===== src/rtl/bytecode_fetcher_pkg.sv =====
// Shared constants for the bytecode front end: state encoding, operand
// length width and the JVM operand-length table used by count_rom.
package bytecode_fetcher_pkg;

  // Width of an operand byte count; must hold the largest table value (16).
  localparam int PARAM_LEN = 5;

  // Largest number of operand bytes any opcode can carry.
  localparam int MAX_OPERAND_BYTES = 16;

  typedef enum logic [1:0] {
    ST_IDLE     = 2'd0,
    ST_OPERANDS = 2'd1,
    ST_EMIT     = 2'd2
  } state_t;

  // Operand bytes following each opcode. Variable-length forms
  // (tableswitch/lookupswitch) are given the full buffer; anything not
  // listed is treated as a single-byte instruction.
  function automatic logic [PARAM_LEN-1:0] operand_len(input logic [7:0] op);
    logic [PARAM_LEN-1:0] len;
    len = 5'd0;
    case (op) inside
      8'h10, 8'h12, [8'h15:8'h19], [8'h36:8'h3a], 8'ha9, 8'hbc:
        len = 5'd1;
      8'h11, 8'h13, 8'h14, 8'h84, [8'h99:8'ha8], [8'hb2:8'hb8],
      8'hbb, 8'hbd, 8'hc0, 8'hc1, 8'hc6, 8'hc7:
        len = 5'd2;
      8'hc4, 8'hc5:
        len = 5'd3;
      8'hb9, 8'hba, 8'hc8, 8'hc9:
        len = 5'd4;
      8'haa, 8'hab:
        len = 5'd16;
      default:
        len = 5'd0;
    endcase
    return len;
  endfunction

endpackage


===== src/rtl/bytecode_fetcher_count_rom.sv =====
// Combinational opcode -> operand byte count lookup.
module count_rom
  import bytecode_fetcher_pkg::*;
(
  input  logic [7:0]           opcode,
  output logic [PARAM_LEN-1:0] count
);

  // Pure table lookup, no state.
  always_comb begin
    count = operand_len(opcode);
  end

endmodule


===== src/rtl/bytecode_fetcher.sv =====
// Bytecode fetcher: collects an opcode and its operand bytes from the
// prefetch stream and presents one complete instruction record per
// handshake to the translation stage. Flush redirects the fetch PC.
module bytecode_fetcher
  import bytecode_fetcher_pkg::*;
#(
  parameter int PC_W    = 16,
  parameter int MAX_OPS = MAX_OPERAND_BYTES
) (
  input  logic                   clk,
  input  logic                   reset,
  input  logic                   flush,
  input  logic [PC_W-1:0]        flush_pc,
  input  logic [7:0]             in_byte,
  input  logic                   in_valid,
  output logic                   in_ready,
  output logic                   out_valid,
  input  logic                   out_ready,
  output logic [7:0]             out_opcode,
  output logic [MAX_OPS*8-1:0]   out_operands,
  output logic [PARAM_LEN-1:0]   out_count,
  output logic [PC_W-1:0]        out_pc
);

  localparam logic [PC_W-1:0] PC_ONE = {{(PC_W-1){1'b0}}, 1'b1};

  state_t                 state_r;
  logic [PC_W-1:0]        pc_r;
  logic [PC_W-1:0]        out_pc_r;
  logic [7:0]             opcode_r;
  logic [PARAM_LEN-1:0]   count_r;
  logic [PARAM_LEN-1:0]   idx_r;
  logic [7:0]             ops_r [MAX_OPS];
  logic                   out_valid_r;

  logic [PARAM_LEN-1:0]   rom_count_s;
  logic                   in_ready_s;
  logic                   xfer_s;
  logic [MAX_OPS*8-1:0]   ops_flat_s;

  count_rom u_count_rom (
    .opcode (in_byte),
    .count  (rom_count_s)
  );

  // Accept bytes while collecting an instruction; never during reset,
  // flush, or while a finished record waits for the consumer.
  always_comb begin
    in_ready_s = 1'b0;
    if (reset || flush) begin
      in_ready_s = 1'b0;
    end else if (state_r == ST_IDLE || state_r == ST_OPERANDS) begin
      in_ready_s = 1'b1;
    end else begin
      in_ready_s = 1'b0;
    end
  end

  assign xfer_s = in_valid & in_ready_s;

  // Flatten the operand slots, slot 0 in the least significant byte.
  always_comb begin
    ops_flat_s = {(MAX_OPS*8){1'b0}};
    for (int i = 0; i < MAX_OPS; i++) begin
      ops_flat_s[8*i +: 8] = ops_r[i];
    end
  end

  // Fetch sequencer: opcode capture, operand gathering, record hold.
  always_ff @(posedge clk or posedge reset) begin
    if (reset) begin
      state_r     <= ST_IDLE;
      pc_r        <= {PC_W{1'b0}};
      out_pc_r    <= {PC_W{1'b0}};
      opcode_r    <= 8'h00;
      count_r     <= {PARAM_LEN{1'b0}};
      idx_r       <= {PARAM_LEN{1'b0}};
      out_valid_r <= 1'b0;
      for (int i = 0; i < MAX_OPS; i++) begin
        ops_r[i] <= 8'h00;
      end
    end else if (flush) begin
      // Redirect wins over everything; a record handshaking this cycle
      // is still considered delivered.
      state_r     <= ST_IDLE;
      pc_r        <= flush_pc;
      idx_r       <= {PARAM_LEN{1'b0}};
      out_valid_r <= 1'b0;
      for (int i = 0; i < MAX_OPS; i++) begin
        ops_r[i] <= 8'h00;
      end
    end else begin
      case (state_r)
        ST_IDLE: begin
          if (xfer_s) begin
            opcode_r <= in_byte;
            out_pc_r <= pc_r;
            pc_r     <= pc_r + PC_ONE;
            count_r  <= rom_count_s;
            idx_r    <= {PARAM_LEN{1'b0}};
            for (int i = 0; i < MAX_OPS; i++) begin
              ops_r[i] <= 8'h00;
            end
            if (rom_count_s == {PARAM_LEN{1'b0}}) begin
              state_r     <= ST_EMIT;
              out_valid_r <= 1'b1;
            end else begin
              state_r <= ST_OPERANDS;
            end
          end
        end
        ST_OPERANDS: begin
          if (xfer_s) begin
            for (int i = 0; i < MAX_OPS; i++) begin
              if ((i < (2 ** PARAM_LEN)) && (idx_r == PARAM_LEN'(i))) begin
                ops_r[i] <= in_byte;
              end
            end
            idx_r <= idx_r + 5'd1;
            pc_r  <= pc_r + PC_ONE;
            if (idx_r == (count_r - 5'd1)) begin
              state_r     <= ST_EMIT;
              out_valid_r <= 1'b1;
            end
          end
        end
        ST_EMIT: begin
          if (out_ready) begin
            state_r     <= ST_IDLE;
            out_valid_r <= 1'b0;
          end
        end
        default: begin
          state_r     <= ST_IDLE;
          out_valid_r <= 1'b0;
        end
      endcase
    end
  end

  assign in_ready     = in_ready_s;
  assign out_valid    = out_valid_r;
  assign out_opcode   = opcode_r;
  assign out_operands = ops_flat_s;
  assign out_count    = count_r;
  assign out_pc       = out_pc_r;

endmodule


===== config.mk =====
export PLATFORM = sky130hd
export DESIGN_NAME = bytecode_fetcher
export DESIGN_NICKNAME = d
export VERILOG_FILES = /design/src/rtl/bytecode_fetcher_pkg.sv /design/src/rtl/bytecode_fetcher_count_rom.sv /design/src/rtl/bytecode_fetcher.sv
export SDC_FILE = /design/constraint.sdc
export NUM_CORES = 1
export LEC_CHECK = 0
export BUFFER_PORTS_ARGS = -buffer_cell sky130_fd_sc_hd__buf_2
export CELL_PAD_IN_SITES_DETAIL_PLACEMENT = 1
export CELL_PAD_IN_SITES_GLOBAL_PLACEMENT = 2
export CORE_AREA = 2 2 129 182
export DETAILED_ROUTE_END_ITERATION = 12
export DIE_AREA = 0 0 131 184
export GPL_TIMING_DRIVEN = 0
export PLACE_DENSITY = 0.94
export SYNTH_ARGS = -nofsm -noshare
export SYNTH_HDL_FRONTEND = slang
export SYNTH_SLANG_ARGS = --single-unit

===== constraint.sdc =====
create_clock -name clk -period 13.6 [get_ports clk]
set_input_delay 2.72 -clock clk [delete_from_list [all_inputs] [get_ports clk]]
set_output_delay 2.72 -clock clk [all_outputs]
set_load 0.01 [all_outputs]

==> results by group <==
Floorplan
  – FP Rows: 65
  – Die area: 0.02410 sq mm
  – Die H: 184 um
  – Core area: 0.02237 sq mm
  – Die X: 131 um
  – # IOs: 188
  – Initial Util: 34.71%

Route
  – Post-route DRC violation count: 0
  – Vias: 6,322
  – Routed wire length: 22.78 mm
  – Pre-antenna DRT Iters: 4
  – Initial DRC Count: 249
  – Via density: 4.830
  – Antenna Nets Post-Route: 0
  – Drt wl/cell: 17.40 um

Pwr
  – Logic pwr share: 12.9%
  – Flop pwr share: 47.7%
  – P_sw: 346.0 uW
  – VDD IR-drop max: 79.03 uV
  – Cell Pwr Density: 127.7 mW/mm^2
  – Leak pwr: 0.004905 uW
  – Cell Int Power: 887.3 uW
  – Switching Fraction: 28.05%
  – Final total power: 1233 uW
  – Clock network fraction of design power: 39.4%

Critical path
  – Critical path endpoint category: output pin
  – Crit path max fanout: 10
  – WP data required: 10,880 ps
  – Worst Setup EP: in_ready
  – Critical path class: input port to output pin
  – Arr. time, crit path: 3710 ps
  – Reg-to-Reg End: out_operands[7]$_DFFE_PP0P_
  – R2R Path Start: state_r[1]$_DFFE_PP0P_
  – Worst reg2reg path depth: 7
  – R2R Setup Slk: 11,490 ps
  – CP startpoint kind: input port
  – Critical path launch point: flush

Synth
  – Yosys Warn Count: 0
  – Largest family of logic cells by synthesized area: simple AND/OR/NAND/NOR gates
  – Mean Syn Cell Area: 9.776 sq um
  – Post-synthesis simple-gate area fraction: 17.99%
  – Synth top area share: 58.03%
  – Syn Nets: 831
  – Post-synthesis xor/xnor area fraction: 2.257%
  – Post-synthesis compound-gate area fraction: 15.36%
  – EDFF count, synth: 0
  – Area leader, netlist: dfrtp_1
  – Cells after synthesis: 794
  – Mapped Area: 0.007762 sq mm
  – Async set-reset flop share out of synthesis: 100.0%
  – Post-synth cell types: 58
  – Synth Area in Adders: 1.289%
  – Register area share after synthesis: 58.03%
  – Multiplexer share of the synthesized area: 0.4030%
  – Post-synth top flop: dfrtp_1
  – FF+latch count, synth: 180
  – Largest cells by area after synthesis: dfrtp_1, nand2_1, o21ai_1

CTS
  – Cts hold-fix bufs: 0
  – Clock root cell: clkbuf_16
  – H-tree depth: 4
  – CTS tree: yes
  – Clk slew on worst S/H paths: 60 ps
  – Worst-Skew Late Latency: 440 ps
  – CTS Sinks: 180
  – CTS buffer count: 17
  – Clock tree buffer depth: 2
  – Post-CTS setup buffer count: 0
  – Post_cts resized: 0

Timing
  – Sum Neg Setup Slack: 0 ps
  – Post-route minimum period: 6425 ps
  – Tightest Pin Transition: 560.2 ps
  – Post-route clock period utilization: 47.24%
  – Worst Skew: 8.093 ps
  – Setup violators final: 0
  – Max-slew violations: 0
  – Slew HR: 62.65%
  – Final Hold Fails: 0
  – RSZ-0062 raised after global routing: no
  – F_max: 0.1556 GHz

Cells and area
  – Most common cell after layout, fill and taps aside: nand2_1
  – Commonest non-fill, non-tap cells in the layout: nand2_1, buf_2, dfrtp_1
  – Area Overhead vs Synth: 24.44%
  – Antenna Cells: 0
  – Fin util: 43.19%
  – Nets: 1,032
  – Fill count: 2,630
  – Layout cells sized above 1: 30.85%

Placed design
  – HPWL Detailed: 16.60 mm
  – Number of buffers added on ports: 181
  – RePlAce Congestion: 0.7880

Outcome
  – Status: completed

Global route
  – Antenna violations before repair: 0
  – Vias in the first global route: 6,549
  – Pin count of the biggest net entering global routing: 105
  – Congestion Overflow GR: 0
  – First-pass GRT wire length: 35.96 mm
  – GRT Resource Usage Total: 19.60%

Min path
  – Worst hold path type: register to register

Flow run
  – Max_cap viols: 0
-- per-stage QoR --
| stage | setup WS, ps | hold WS (ps) | cell area (sq um) | std cells |
|---|---|---|---|---|
| after floorplan | 5897 | 458.6 | 7762 | 794 |
| after global placement | 3704 | 456.7 | 9045 | 1276 |
| after detailed placement | 7119 | 460.1 | 9080 | 1277 |
| after CTS | 7152 | 479.3 | 9659 | 1309 |
| after global routing | 7101 | 496.1 | 9659 | 1309 |
| final | 7175 | 474.2 | 9659 | 1309 |
-- cells in the mapped netlist (all sizes together) (2+ instances only) --
library cell	number
o22ai	2
nand2b	6
a311oi	2
inv	10
nand4	7
mux2i	2
a211oi	3
a32oi	2
dfrtp	180
and3	4
nor3	11
a21oi	7
o21ai	168
or2	2
xor2	9
and4	2
nor2b	4
nand2	253
clkbuf	19
o211ai	2
xnor2	11
nor4	2
nor2	16
ha	8
nand3	10
buf	33
-- sequential cells by signal, summed over array words and instances (netlist names) --
signal	count
idx_r	5
out_count	4
out_opcode	8
out_operands	128
out_pc	16
out_valid	1
pc_r	16
state_r	2
-- power groups by stage --
stage | Sequential, uW | Clock [uW] | Combinational (uW)
final | 588 | 486 | 160
after detailed placement | 597 | 0 | 163
after CTS | 588 | 498 | 164
after global routing | 592 | 516 | 180
after floorplan | 607 | 0 | 88.8
after global placement | 598 | 0 | 157
-- cell families (layout without fill, tap and decap cells) --
kind of cell    after synthesis  count (layout)
xor+xnor                     20              20
simple gates                323             323
compound gates              196             196
flops                       180             180
mux                           3               3
other cells                   1               1
buf+inv                      63             277
fa+ha+maj                     8               8
-- worst min path at each step --
| stage | end | startpoint | slack (ps) | cells past startpoint |
|---|---|---|---|---|
| after global routing | out_pc[10]$_DFFE_PP0P_ | out_pc[10]$_DFFE_PP0P_ | 500 | 2 |
| after floorplan | out_pc[15]$_DFFE_PP0P_ | pc_r[15]$_DFFE_PP0P_ | 460 | 2 |
| after global placement | out_operands[45]$_DFFE_PP0P_ | out_operands[45]$_DFFE_PP0P_ | 460 | 2 |
| after CTS | out_operands[116]$_DFFE_PP0P_ | out_operands[116]$_DFFE_PP0P_ | 480 | 2 |
| final | out_operands[105]$_DFFE_PP0P_ | out_operands[105]$_DFFE_PP0P_ | 470 | 2 |
| after detailed placement | out_pc[0]$_DFFE_PP0P_ | out_pc[0]$_DFFE_PP0P_ | 460 | 2 |
-- layout make-up --
type / count / area [sq um] / area share, %
repair buffers: 182 / 933.4 / 9.663
multi-input cells: 551 / 2899 / 30.01
inverters: 11 / 48.80 / 0.5052
flip-flops and latches: 180 / 4504 / 46.63
clock inverters: 13 / 126.4 / 1.308
plain buffers: 52 / 317.8 / 3.290
well taps: 301 / 376.6 / 3.899
clock buffers: 19 / 452.9 / 4.689
-- routing by layer --
metal  vias up  wire length, um  track usage, %
met2       127            12120           34.69
met1      3105             9327           23.13
li1       3059                -               -
met3        31              751           3.260
met4         0              583           8.298
met5         -                0               0
-- worst max-delay path: stages --
cell      delay [ps]
buf_2            110
buf_6            140
clkbuf_1         260
nor3_1           300
buf_2            180
Power figures use the tool's default switching activity.
